[src/rtl/simple_alu.sv]
// simple_alu: single-cycle-latency integer ALU with registered result,
// signed-less-than side output and V/C/N/Z flags.
module simple_alu #(
    parameter int WIDTH = 32
) (
    input  logic             clk,
    input  logic             rst_n,
    input  logic [WIDTH-1:0] A,
    input  logic [WIDTH-1:0] B,
    input  logic [2:0]       ALUcontrol,
    output logic [WIDTH-1:0] Result,
    output logic [WIDTH-1:0] slt,
    output logic             V,
    output logic             C,
    output logic             N,
    output logic             Z
);

    localparam logic [2:0] OP_ADD  = 3'b000;
    localparam logic [2:0] OP_SUB  = 3'b001;
    localparam logic [2:0] OP_AND  = 3'b010;
    localparam logic [2:0] OP_OR   = 3'b011;
    localparam logic [2:0] OP_XOR  = 3'b100;
    localparam logic [2:0] OP_SLT  = 3'b101;
    localparam logic [2:0] OP_SLTU = 3'b110;
    localparam logic [2:0] OP_SLL  = 3'b111;

    logic             is_sub_s;
    logic [WIDTH-1:0] b_op_s;
    logic [WIDTH:0]   sum_s;
    logic             lt_signed_s;
    logic             lt_unsigned_s;
    logic             add_ovf_s;
    logic             sub_ovf_s;
    logic [WIDTH-1:0] result_nxt_s;
    logic [WIDTH-1:0] slt_nxt_s;
    logic             v_nxt_s;
    logic             c_nxt_s;

    logic [WIDTH-1:0] result_r;
    logic [WIDTH-1:0] slt_r;
    logic             v_r;
    logic             c_r;
    logic             n_r;
    logic             z_r;

    // Shared adder (subtract as A + ~B + 1), comparators and overflow terms.
    always_comb begin
        is_sub_s      = (ALUcontrol == OP_SUB);
        if (is_sub_s) begin
            b_op_s = ~B;
        end else begin
            b_op_s = B;
        end
        sum_s         = {1'b0, A} + {1'b0, b_op_s} + {{WIDTH{1'b0}}, is_sub_s};
        // Direct signed compare: immune to overflow of the subtraction sign.
        lt_signed_s   = ($signed(A) < $signed(B));
        lt_unsigned_s = (A < B);
        add_ovf_s     = (A[WIDTH-1] == B[WIDTH-1]) && (sum_s[WIDTH-1] != A[WIDTH-1]);
        sub_ovf_s     = (A[WIDTH-1] != B[WIDTH-1]) && (sum_s[WIDTH-1] != A[WIDTH-1]);
        slt_nxt_s     = {{(WIDTH-1){1'b0}}, lt_signed_s};
    end

    // Opcode decode selecting the next result and arithmetic flags.
    always_comb begin
        result_nxt_s = {WIDTH{1'b0}};
        v_nxt_s      = 1'b0;
        c_nxt_s      = 1'b0;
        case (ALUcontrol)
            OP_ADD: begin
                result_nxt_s = sum_s[WIDTH-1:0];
                c_nxt_s      = sum_s[WIDTH];
                v_nxt_s      = add_ovf_s;
            end
            OP_SUB: begin
                result_nxt_s = sum_s[WIDTH-1:0];
                c_nxt_s      = sum_s[WIDTH];
                v_nxt_s      = sub_ovf_s;
            end
            OP_AND:  result_nxt_s = A & B;
            OP_OR:   result_nxt_s = A | B;
            OP_XOR:  result_nxt_s = A ^ B;
            OP_SLT:  result_nxt_s = {{(WIDTH-1){1'b0}}, lt_signed_s};
            OP_SLTU: result_nxt_s = {{(WIDTH-1){1'b0}}, lt_unsigned_s};
            OP_SLL:  result_nxt_s = A << B[4:0];
            default: begin
                result_nxt_s = {WIDTH{1'b0}};
                v_nxt_s      = 1'b0;
                c_nxt_s      = 1'b0;
            end
        endcase
    end

    // Output register; reset clears everything and discards in-flight results.
    always_ff @(posedge clk or negedge rst_n) begin
        if (!rst_n) begin
            result_r <= {WIDTH{1'b0}};
            slt_r    <= {WIDTH{1'b0}};
            v_r      <= 1'b0;
            c_r      <= 1'b0;
            n_r      <= 1'b0;
            z_r      <= 1'b0;
        end else begin
            result_r <= result_nxt_s;
            slt_r    <= slt_nxt_s;
            v_r      <= v_nxt_s;
            c_r      <= c_nxt_s;
            n_r      <= result_nxt_s[WIDTH-1];
            z_r      <= (result_nxt_s == {WIDTH{1'b0}});
        end
    end

    assign Result = result_r;
    assign slt    = slt_r;
    assign V      = v_r;
    assign C      = c_r;
    assign N      = n_r;
    assign Z      = z_r;

endmodule

[config.mk]
export PLATFORM = sky130hd
export DESIGN_NAME = simple_alu
export DESIGN_NICKNAME = d
export VERILOG_FILES = /design/src/rtl/simple_alu.sv
export SDC_FILE = /design/constraint.sdc
export NUM_CORES = 1
export LEC_CHECK = 0
export ABC_AREA = 1
export CAP_MARGIN = 20
export CORE_ASPECT_RATIO = 1.4
export CORE_MARGIN = 5
export CORE_UTILIZATION = 50
export CTS_CLUSTER_DIAMETER = 40
export CTS_CLUSTER_SIZE = 25
export DETAILED_ROUTE_END_ITERATION = 10
export MAX_ROUTING_LAYER = met4
export PLACE_DENSITY = 0.75
export SYNTH_ARGS = -nofsm -noshare
export SYNTH_HDL_FRONTEND = slang
export SYNTH_SLANG_ARGS = --single-unit
[constraint.sdc]
create_clock -name clk -period 0.8 [get_ports clk]
set_input_delay 0.24 -clock clk [delete_from_list [all_inputs] [get_ports clk]]
set_output_delay 0.24 -clock clk [all_outputs]
set_load 0.05 [all_outputs]
==> flow_metrics.env, run 1 <==
export IMPL_outcome="finished, violations left"
export IMPL_failed_checks="negative setup slack"
export IMPL_ys_warn_count=0
export IMPL_rsz0062_at_grt="true"
export IMPL_synth_top_family_by_area="simple AND/OR/NAND/NOR gates"
export IMPL_grt_max_degree=36
export IMPL_hp_class="primary input to async pin"
export IMPL_die_h_um=161
export IMPL_die_w_um=118
export IMPL_final_hold_viol_count=0
export IMPL_place_congestion=1.07
export IMPL_synth_cell_types=46
export IMPL_ys_seq_area_share_pct=11.0
export IMPL_cts_max_level=2
export IMPL_num_vias=12600
export IMPL_yosys_area_share_xor_xnor_pct=4.28
export IMPL_ir_drop_mv=2.13
export IMPL_overflow=0
export IMPL_finalSetupViolCount=73
export IMPL_synthSimpleGateAreaFrac_pct=37.9
export IMPL_die_area_sq_um=19100
export IMPL_synth_most_common_cell="nand2_1"
export IMPL_synth_compound_area_share_pct=12.1
export IMPL_maxSlewViolCount=0
export IMPL_antenna_found_initial=2
export IMPL_grt_pass1_vias=11700
export IMPL_period_needed_ns=3.09
export IMPL_cts_tree="done"
export IMPL_drt_iter0_drc=1857
export IMPL_required_ns=1.02
export IMPL_drive_above_1_share_pct=42.5
export IMPL_startpoint_type="primary input"
export IMPL_clk_pin_slew_ns=0.06
export IMPL_grt_pass1_wl_um=61000
export IMPL_fmax_ghz=0.323
export IMPL_power_mw=17.7
export IMPL_worstPathMaxFanout=4
export IMPL_syn_to_final_growth_pct=74.4
export IMPL_critical_path_class="primary input to flop"
export IMPL_ys_ff_latch=36
export IMPL_gr_usage_all_layers_pct=41.1
export IMPL_postSynthCellCount=1381
export IMPL_p_leak_nw=7.54
export IMPL_io_pins=137
export IMPL_yosysTopAreaCellShare_pct=19.6
export IMPL_synth_top_cell_by_area="ha_1"
export IMPL_cts_sinks=36
export IMPL_syn_area_per_cell_sq_um=5.93
export IMPL_synthAdderAreaFrac_pct=19.8
export IMPL_wl_per_cell_um=22.4
export IMPL_netlist_area_sq_um=8180
export IMPL_maxSlewHeadroom_pct=54.3
export IMPL_power_per_cell_area_nw_per_um2=1240
export IMPL_timing_final_crit_share_pct=387
export IMPL_numCtsBuffers=5
export IMPL_coreArea_sq_um=16100
export IMPL_drc=0
export IMPL_nets=2032
export IMPL_ant_nets=0
export IMPL_clock_path_buffers=2
export IMPL_drv_cap=0
export IMPL_setup_worst_path_end_class="flop"
export IMPL_routed_wirelength_um=45600
export IMPL_cts_root_buf="clkbuf_16"
export IMPL_synth_edf_count=0
export IMPL_final_util_pct=88.6
export IMPL_viasPerCell=6.20
export IMPL_floorplan_initialDensity_pct=50.8
export IMPL_synth_mux_area_fraction_pct=0
export IMPL_rows=55
export IMPL_dpl_hpwl_um=30500
export IMPL_setup_slack_ns=-2.29
export IMPL_async_reset_ff_share_pct=100
export IMPL_netlist_top_cells_area="ha_1 20%, nand2_1 17%, dfrtp_1 11%"
export IMPL_synth_common_cells="380 x nand2_1, 196 x inv_1, 178 x nand3_1"
export IMPL_synth_ff_type="dfrtp_1"
export IMPL_first_pass_iters=7
export IMPL_io_buffers=105
export IMPL_cp_arrival_ns=3.31
export IMPL_tightest_slew_ns=0.682
==> metrics by stage <==
step | instance area (sq um) | cells | hold WS, ns | setup TNS (ns) | setup WS [ns]
global placement | 12300 | 1966 | 0.0849 | -78.77 | -2.64
finish | 14300 | 2036 | 0.351 | -72.40 | -2.29
global route | 14300 | 2036 | 0.385 | -74.73 | -2.30
floorplan | 8630 | 1411 | -0.0556 | -44.40 | -1.61
detailed placement | 12300 | 1966 | 0.0897 | -81.18 | -2.70
CTS | 13600 | 2018 | 0.336 | -64.32 | -1.81
==> cells by family after synthesis <==
kind of cell,count (synthesis)
and+or+nand+nor,735
buffers and inverters,279
AOI/OAI and AO/OA,161
adders and majority gates,129
xor gates and xnor gates,40
DFF,36
other,1
==> placed cells by master, fill, tap and decap left out, types with 4 or more instances in the layout <==
cell             Yosys  layout
a21o_1               5       5
a31oi_1              5       4
buf_4               34     338
nand3_2              0      22
nor2_2               1      26
buf_6                2      35
conb_1               1      31
dlygate4sd2_1        0      23
nand2_4              0      21
inv_2                5      47
a221oi_1            21      21
nand2_2              5      90
nor3_2               0       6
o21ai_0             39      33
nor2_1             126      87
nand2_1            380     272
nand3_1            178     154
xor2_1              39      32
nand4_1             15      15
buf_12               0      47
clkbuf_16            0       6
nor3_1              14       5
a21oi_4              0       9
a21oi_2              0      13
dlymetal6s2s_1       0       4
inv_1              196     151
dfrtp_2              0      35
ha_4                 0      16
o211ai_1             8       8
clkdlybuf4s50_1      0      36
nor2_4               1      15
o21bai_1             6       4
o21ai_1             12      14
xor2_2               0       5
a21oi_1             51      29
ha_1               128     110
==> report_power, final <==
| part | internal [mW] | switching (mW) |
|---|---|---|
| Combinational | 5.68 | 7.42 |
| Sequential | 2.12 | 0.242 |
| Clock | 1.47 | 0.780 |
==> metal layers <==
metal	GRT usage, %	share of wire [%]
met1	43.7	31
met4	27.8	10
met5	-	0
met2	68.3	46
met3	8.69	13
==> path summary, 6_finish.rpt <==
kind	start	to	depth (start not counted)
max	B[24]	Z	17
min	rst_n	Result[10]	2
max in group asynchronous	rst_n	Result[18]	3
min in group clk	ALUcontrol[0]	V	4
==> state kept, by name, summed over array words and instances (netlist names) <==
| register | cells |
|---|---|
| Z | 1 |
| V | 1 |
| N | 1 |
| slt | 1 |
| Result | 31 |
| C | 1 |
==> what timing repair did <==
item / 4_1_cts / 5_1_grt
endpoints found under the hold margin: 6 / 0
setup buffers: 46 / 21
resized for setup: 254 / 151
cloned: 1 / 1
hold buffers: 1 / 0
pin swaps: 88 / 91
endpoints found under the setup margin: 73 / 103
==> area by class of cell <==
type | count | area, sq um
clock inverters | 2 | 35.0
inverters | 204 | 791
diodes | 2 | 5.00
clock buffers | 6 | 129
fillers | 823 | 1830
well taps | 199 | 249
repair buffers | 491 | 4600
flip-flops and latches | 36 | 945
multi-input cells | 1096 | 7510
==> worst max-delay path: stages <==
cell and delay (ns):
clkdlybuf4s50_1 0.49, inv_1 0.12, xor2_1 0.37, ha_1 0.39
a21oi_1 0.29, o21ai_0 0.21, nand2_1 0.13, nand3_1 0.09
nor2_1 0.19, nand2_1 0.10, nand2_1 0.06, nand2_1 0.07
nand2_2 0.14, nand3_4 0.11, nor2_4 0.15, nand3_1 0.08
nor2_1 0.10
No activity file was read; power rests on OpenSTA's default activity.
==> run 2, diff against run 1 <==
--- a/config.mk
+++ b/config.mk
@@ -6,7 +6,7 @@
 export NUM_CORES = 1
 export LEC_CHECK = 0
 export ABC_AREA = 1
-export CAP_MARGIN = 20
+export CAP_MARGIN = 10
 export CORE_ASPECT_RATIO = 1.4
 export CORE_MARGIN = 5
 export CORE_UTILIZATION = 50
==> results of run 2 <==
Final layout, timing and power as in run 1 (identical DEF).
